==> config.mk <==
export PLATFORM = sky130hd
export DESIGN_NAME = dual_trigger_monitor_flat
export DESIGN_NICKNAME = d
export VERILOG_FILES = /design/src/rtl/dual_trigger_monitor_pkg.sv /design/src/rtl/dual_trigger_monitor_if.sv /design/src/rtl/dual_trigger_monitor_channel.sv /design/src/rtl/dual_trigger_monitor.sv /design/src/flat_wrapper.sv
export SDC_FILE = /design/constraint.sdc
export NUM_CORES = 1
export LEC_CHECK = 0
export ABC_CLOCK_PERIOD_IN_PS = 2300
export CAP_MARGIN = 20
export CORE_ASPECT_RATIO = 2
export CORE_MARGIN = 1.5
export CORE_UTILIZATION = 30
export CTS_CLUSTER_DIAMETER = 200
export DETAILED_ROUTE_END_ITERATION = 8
export PLACE_DENSITY = 0.57
export SYNTH_ARGS = -nofsm -noshare
export SYNTH_HDL_FRONTEND = slang
export SYNTH_SLANG_ARGS = --single-unit
==> constraint.sdc <==
create_clock -name clk -period 2.3 [get_ports clk]
set_input_delay 0.345 -clock clk [delete_from_list [all_inputs] [get_ports clk]]
set_output_delay 0.345 -clock clk [all_outputs]
set_load 0.03 [all_outputs]
==> src/rtl/dual_trigger_monitor_pkg.sv <==
// Shared types and default parameters for the dual trigger monitor.
// Package name is trig_mon_pkg; imported by the channel, the interface and the top.
package trig_mon_pkg;

  typedef enum logic [1:0] {
    IDLE = 2'd0,
    RUN  = 2'd1,
    DONE = 2'd2
  } state_e;

  localparam int DEF_CNT_W      = 16;
  localparam int DEF_WIN_CYCLES = 20;
  localparam int DEF_EXP_P1     = 2;
  localparam int DEF_EXP_P2     = 4;

endpackage

==> src/rtl/dual_trigger_monitor_if.sv <==
// Trigger/status bundle between the trigger generators, the monitor and the console logic.
// master drives start/triggers and reads status; slave is the monitor side.
interface dual_trigger_monitor_if
  import trig_mon_pkg::*;
#(
  parameter int CNT_W = DEF_CNT_W
);

  logic             start;
  logic             trig1;
  logic             trig2;
  logic [CNT_W-1:0] count1;
  logic [CNT_W-1:0] count2;
  logic             busy;
  logic             done;
  logic             err1;
  logic             err2;

  modport master (
    output start, trig1, trig2,
    input  count1, count2, busy, done, err1, err2
  );

  modport slave (
    input  start, trig1, trig2,
    output count1, count2, busy, done, err1, err2
  );

endinterface

==> src/rtl/dual_trigger_monitor_channel.sv <==
// trig_channel: one trigger channel -- saturating event counter plus, when PERIOD_CHECK_EN
// is defined, an interval timer that flags triggers arriving off the expected period.
module trig_channel
  import trig_mon_pkg::*;
#(
  parameter int CNT_W = DEF_CNT_W,
  parameter int EXP_P = DEF_EXP_P1
) (
  input  logic             clk,
  input  logic             rst,
  input  logic             clr,
  input  logic             en,
  input  logic             trig,
  output logic [CNT_W-1:0] count,
  output logic             err
);

  localparam logic [CNT_W-1:0] CNT_MAX = {CNT_W{1'b1}};
  localparam logic [CNT_W-1:0] CNT_ONE = CNT_W'(1);

  logic             hit_s;
  logic [CNT_W-1:0] count_r;

  assign hit_s = en & trig;
  assign count = count_r;

  // Event counter: cleared at window start, holds at all-ones instead of wrapping
  always_ff @(posedge clk) begin
    if (rst) begin
      count_r <= '0;
    end else if (clr) begin
      count_r <= '0;
    end else if (hit_s && (count_r != CNT_MAX)) begin
      count_r <= count_r + CNT_ONE;
    end else begin
      count_r <= count_r;
    end
  end

`ifdef PERIOD_CHECK_EN
  localparam logic [CNT_W-1:0] EXP_IVL = CNT_W'(EXP_P);

  logic [CNT_W-1:0] ivl_r;
  logic             seen_r;
  logic             err_r;

  assign err = err_r;

  // ivl_r equals the distance to the previous trigger at the cycle a new one arrives
  always_ff @(posedge clk) begin
    if (rst || clr) begin
      ivl_r  <= '0;
      seen_r <= 1'b0;
      err_r  <= 1'b0;
    end else if (hit_s) begin
      ivl_r  <= CNT_ONE;
      seen_r <= 1'b1;
      err_r  <= err_r | (seen_r & (ivl_r != EXP_IVL));
    end else if (en && (ivl_r != CNT_MAX)) begin
      ivl_r  <= ivl_r + CNT_ONE;
      seen_r <= seen_r;
      err_r  <= err_r;
    end else begin
      ivl_r  <= ivl_r;
      seen_r <= seen_r;
      err_r  <= err_r;
    end
  end
`else
  assign err = 1'b0;
`endif

endmodule

==> src/rtl/dual_trigger_monitor.sv <==
// dual_trigger_monitor: counts two periodic trigger streams over a fixed window, then pulses done.
// Define PERIOD_CHECK_EN to enable the per-channel period check driving err1/err2.
module dual_trigger_monitor
  import trig_mon_pkg::*;
#(
  parameter int CNT_W      = DEF_CNT_W,
  parameter int WIN_CYCLES = DEF_WIN_CYCLES,
  parameter int EXP_P1     = DEF_EXP_P1,
  parameter int EXP_P2     = DEF_EXP_P2
) (
  input logic                   clk,
  input logic                   rst,
  dual_trigger_monitor_if.slave mon
);

  localparam int               WIN_W    = (WIN_CYCLES > 2) ? $clog2(WIN_CYCLES) : 1;
  localparam logic [WIN_W-1:0] WIN_LAST = WIN_W'(WIN_CYCLES - 1);
  localparam logic [WIN_W-1:0] WIN_ONE  = WIN_W'(1);
  localparam logic [1:0]       ST_IDLE  = 2'(IDLE);
  localparam logic [1:0]       ST_RUN   = 2'(RUN);
  localparam logic [1:0]       ST_DONE  = 2'(DONE);

  logic [1:0]       state_r;
  logic [1:0]       state_nxt_s;
  logic [WIN_W-1:0] win_r;
  logic             busy_r;
  logic             done_r;
  logic             run_s;
  logic             clr_s;

  assign run_s    = (state_r == ST_RUN);
  assign clr_s    = (state_r == ST_IDLE) & mon.start;
  assign mon.busy = busy_r;
  assign mon.done = done_r;

  // Window sequencing; start only matters while idle
  always_comb begin
    state_nxt_s = state_r;
    case (state_r)
      ST_IDLE: begin
        if (mon.start) state_nxt_s = ST_RUN;
        else           state_nxt_s = ST_IDLE;
      end
      ST_RUN: begin
        if (win_r == WIN_LAST) state_nxt_s = ST_DONE;
        else                   state_nxt_s = ST_RUN;
      end
      ST_DONE: state_nxt_s = ST_IDLE;
      default: state_nxt_s = ST_IDLE;
    endcase
  end

  // State, window index and status flags; busy/done follow the next state so they are registered
  always_ff @(posedge clk) begin
    if (rst) begin
      state_r <= ST_IDLE;
      win_r   <= '0;
      busy_r  <= 1'b0;
      done_r  <= 1'b0;
    end else begin
      state_r <= state_nxt_s;
      busy_r  <= (state_nxt_s == ST_RUN);
      done_r  <= (state_nxt_s == ST_DONE);
      if (run_s && (win_r != WIN_LAST)) win_r <= win_r + WIN_ONE;
      else                              win_r <= '0;
    end
  end

  trig_channel #(.CNT_W(CNT_W), .EXP_P(EXP_P1)) u_ch1 (
    .clk   (clk),
    .rst   (rst),
    .clr   (clr_s),
    .en    (run_s),
    .trig  (mon.trig1),
    .count (mon.count1),
    .err   (mon.err1)
  );

  trig_channel #(.CNT_W(CNT_W), .EXP_P(EXP_P2)) u_ch2 (
    .clk   (clk),
    .rst   (rst),
    .clr   (clr_s),
    .en    (run_s),
    .trig  (mon.trig2),
    .count (mon.count2),
    .err   (mon.err2)
  );

endmodule

==> src/flat_wrapper.sv <==
// flat-port wrapper written by rule: the top's interface ports become plain ports
module dual_trigger_monitor_flat import trig_mon_pkg::*;
#(
  parameter int CNT_W      = DEF_CNT_W,
  parameter int WIN_CYCLES = DEF_WIN_CYCLES,
  parameter int EXP_P1     = DEF_EXP_P1,
  parameter int EXP_P2     = DEF_EXP_P2
)
  (clk, rst, mon_start, mon_trig1, mon_trig2, mon_count1, mon_count2, mon_busy, mon_done, mon_err1, mon_err2);
  dual_trigger_monitor_if #(.CNT_W(CNT_W)) mon_i ();
  input logic clk;
  input logic rst;
  input wire logic [$bits(mon_i.start)-1:0] mon_start;
  input wire logic [$bits(mon_i.trig1)-1:0] mon_trig1;
  input wire logic [$bits(mon_i.trig2)-1:0] mon_trig2;
  output wire logic [$bits(mon_i.count1)-1:0] mon_count1;
  output wire logic [$bits(mon_i.count2)-1:0] mon_count2;
  output wire logic [$bits(mon_i.busy)-1:0] mon_busy;
  output wire logic [$bits(mon_i.done)-1:0] mon_done;
  output wire logic [$bits(mon_i.err1)-1:0] mon_err1;
  output wire logic [$bits(mon_i.err2)-1:0] mon_err2;
  assign mon_i.start = mon_start;
  assign mon_i.trig1 = mon_trig1;
  assign mon_i.trig2 = mon_trig2;
  assign mon_count1 = mon_i.count1;
  assign mon_count2 = mon_i.count2;
  assign mon_busy = mon_i.busy;
  assign mon_done = mon_i.done;
  assign mon_err1 = mon_i.err1;
  assign mon_err2 = mon_i.err2;
  dual_trigger_monitor #(.CNT_W(CNT_W), .WIN_CYCLES(WIN_CYCLES), .EXP_P1(EXP_P1), .EXP_P2(EXP_P2)) u_core (.clk(clk), .rst(rst), .mon(mon_i));
endmodule
==> impl_metrics.toml <==
[setup_path]
cp_cell_sequence = "ha_1, nand3_1, or3_4, or4_1, a21oi_1"
slowest_delay_ns = 0.52
cp.depth = 5
r2r_slack_ns = 0.33
startpoint_type = "register"
crit_arrival_ns = 2.19
end_kind = "register"
crit_path_end = "u_core.u_ch1.count[10]"
critical_path.top_delay_family = "simple AND/OR/NAND/NOR gates"
worstSetupStartpoint = "u_core.u_ch1.count[0]"
rr_endpoint = "u_core.u_ch1.count[10]"
r2r-start = "u_core.u_ch1.count[0]"
cp.required_ns = 2.52
path_buf_inv = 0
criticalPathCategory = "reg -> reg"
critPathMaxFanout = 6
worstRegToRegCells = 5
worst_path_max_delay_cell = "or4_1"

[sta]
max_freq_mhz = 508
slew_headroom_pct = 64.8
hold_slack_ns = 0.451
tns_ns = 0
final-max-slew-violation-count = 0
skew_ns = 0.00322
rsz0062_at_grt = "no"
min_period_ns = 1.97
tightestPinTransition_ns = 0.526
period_share_pct = 85.5
layout_setup_ws_ns = 0.333
final-hold-violation-count = 0
setup_viol = 0

[hold_path]
hold_class = "reg -> reg"

[power_and_ir_drop]
power_density_nw_per_um2 = 546
power.leakage_nw = 0.892
irDropWorstVdd_mv = 0.377

[drt]
drc = 0
routed_wl_um = 5690
wl_per_cell_um = 15.3
viasPerCell = 5.50
ant_nets = 0
first_pass_iters = 4
num_vias = 2047
drt_iter0_drc = 51

[logic_synthesis]
yosys_warnings = 0
synth_largest_area_cell = "dfxtp_1"
seq_area_frac_synth_pct = 40.1
synthTopCellsByArea = "dfxtp_1, nand3_1, nand2_1, a21oi_1, o21ai_0"
synth_top_flop_cell = "dfxtp_1"
syn_inst = 235
synth_top_area_share_pct = 40.1
synth-seq-cells = 41
synthesis.area_um2 = 2040
ys_types = 51
synth_edf_count = 0
async_flop_share_pct = 0
syn_avg_cell_area_um2 = 8.70

[clocking]
cts_tree = "built"
path_clk_slew_ns = 0.06
clock_latency_ns = 0.29
cts_sinks = 41
h-tree-depth = 2
cts_root_buf = "clkbuf_16"
cts_buffer_depth = 2
hold_buffers = 0
cts.repair.resized = 0
numCtsBuffers = 5
post_cts_buffers = 0

[layout]
final_cell_mix = "dfxtp_1, clkdlybuf4s50_1, nand2_1"
nets = 291
syn_to_final_growth_pct = 33.4
num_antenna_cells = 0
design_area_um2 = 2730
final_common_cell = "dfxtp_1"
layoutNonFillerInstCount = 372
drive_above_1_share_pct = 8.80
fillCellCount = 696

[global_route]
globalRouteOverflowTotal = 0
grt_pass1_vias = 1996
grt_pass1_wl_um = 9140
grt_max_degree = 19
antenna_found_initial = 0
grt_usage_pct = 16.5

[floorplan]
fp.dieW_um = 61.4
die_h_um = 120
start_util_pct = 30.9
num_io_pins = 41
die-area_um2 = 7350
fp-row-count = 42
design.core.area_um2 = 6620

[place]
post-dp-hpwl_um = 4250
portBuffers = 38
dpl.cell_count = 364
routabilityCongestion = 0.886
dpl_cell_area_um2 = 2590
pre_cts_ws_ns = 0.157

[job]
drv_cap = 0

[status]
status = "finished clean"
## registers in the layout (all words and copies together) (netlist names)
| register | cells |
|---|---|
| u_core.mon.busy | 1 |
| u_core.mon.done | 1 |
| u_core.state_r | 2 |
| u_core.u_ch1.count | 16 |
| u_core.u_ch2.count | 16 |
| u_core.win_r | 5 |
## worst min-delay path by stage
| stage | start | depth (start not counted) | to |
|---|---|---|---|
| floorplan | u_core.win_r[0] | 1 | u_core.win_r[0] |
| global placement | u_core.win_r[0] | 1 | u_core.win_r[0] |
| global route | u_core.win_r[0] | 1 | u_core.win_r[0] |
| finish | u_core.win_r[0] | 1 | u_core.win_r[0] |
| CTS | u_core.win_r[0] | 1 | u_core.win_r[0] |
| detailed placement | u_core.win_r[0] | 1 | u_core.win_r[0] |
## synth_stat cells (all sizes together) (2+ instances only)
cell,number
or3,11
and3b,2
nor3,7
nand3,17
o311ai,4
nand4,10
or4,6
buf,4
nor3b,2
dfxtp,41
inv,4
nand2,19
o211ai,5
o31ai,5
and3,5
o41ai,7
o21ai,12
xor2,2
mux2i,4
clkbuf,6
a31oi,3
ha,3
or2,3
nand2b,2
nor2,14
and4,4
nand4b,2
nor4,5
a21oi,13
## per-stage QoR
stage | total power [mW] | utilization [%]
4_1_cts | 1.50 | 41.2
2_1_floorplan | 0.787 | -
3_5_place_dp | 0.826 | 39.1
3_3_place_gp | 0.826 | 39.1
5_1_grt | 1.54 | 41.2
6_report | 1.49 | 41.2
## area by class of cell
| class | instances | area (um^2) | area share, % |
|---|---|---|---|
| sequential | 41 | 821 | 30.1 |
| inverter | 4 | 15.0 | 0.550 |
| multi-input combinational | 181 | 1160 | 42.6 |
| timing repair buffer | 50 | 483 | 17.7 |
| tap | 88 | 110 | 4.04 |
| clock buffer | 8 | 136 | 5.00 |
## metal layers
layer  vias up  wire (um)  GRT usage [%]
met1       981       2080           16.4
li1       1003          -              -
met4         0        154           8.51
met5         -          0              0
met3        11        231           3.23
met2        52       3230           30.0
## cell families after synthesis
group                      count (synthesis)  synth area share, %
and+or+nand+nor                          112                 31.8
AOI/OAI and AO/OA                         57                 19.6
DFF                                       41                 40.1
buffers and inverters                     14                 3.18
muxes                                      4                 1.96
adders and majority gates                  3                 1.84
xor gates and xnor gates                   3                 1.29
other                                      1                0.183
## where the power goes
part | internal, mW | switching [mW]
Clock | 0.404 | 0.277
Sequential | 0.716 | 0.00719
Combinational | 0.0355 | 0.0508
Note: power is estimated with default switching activity, not from simulation.
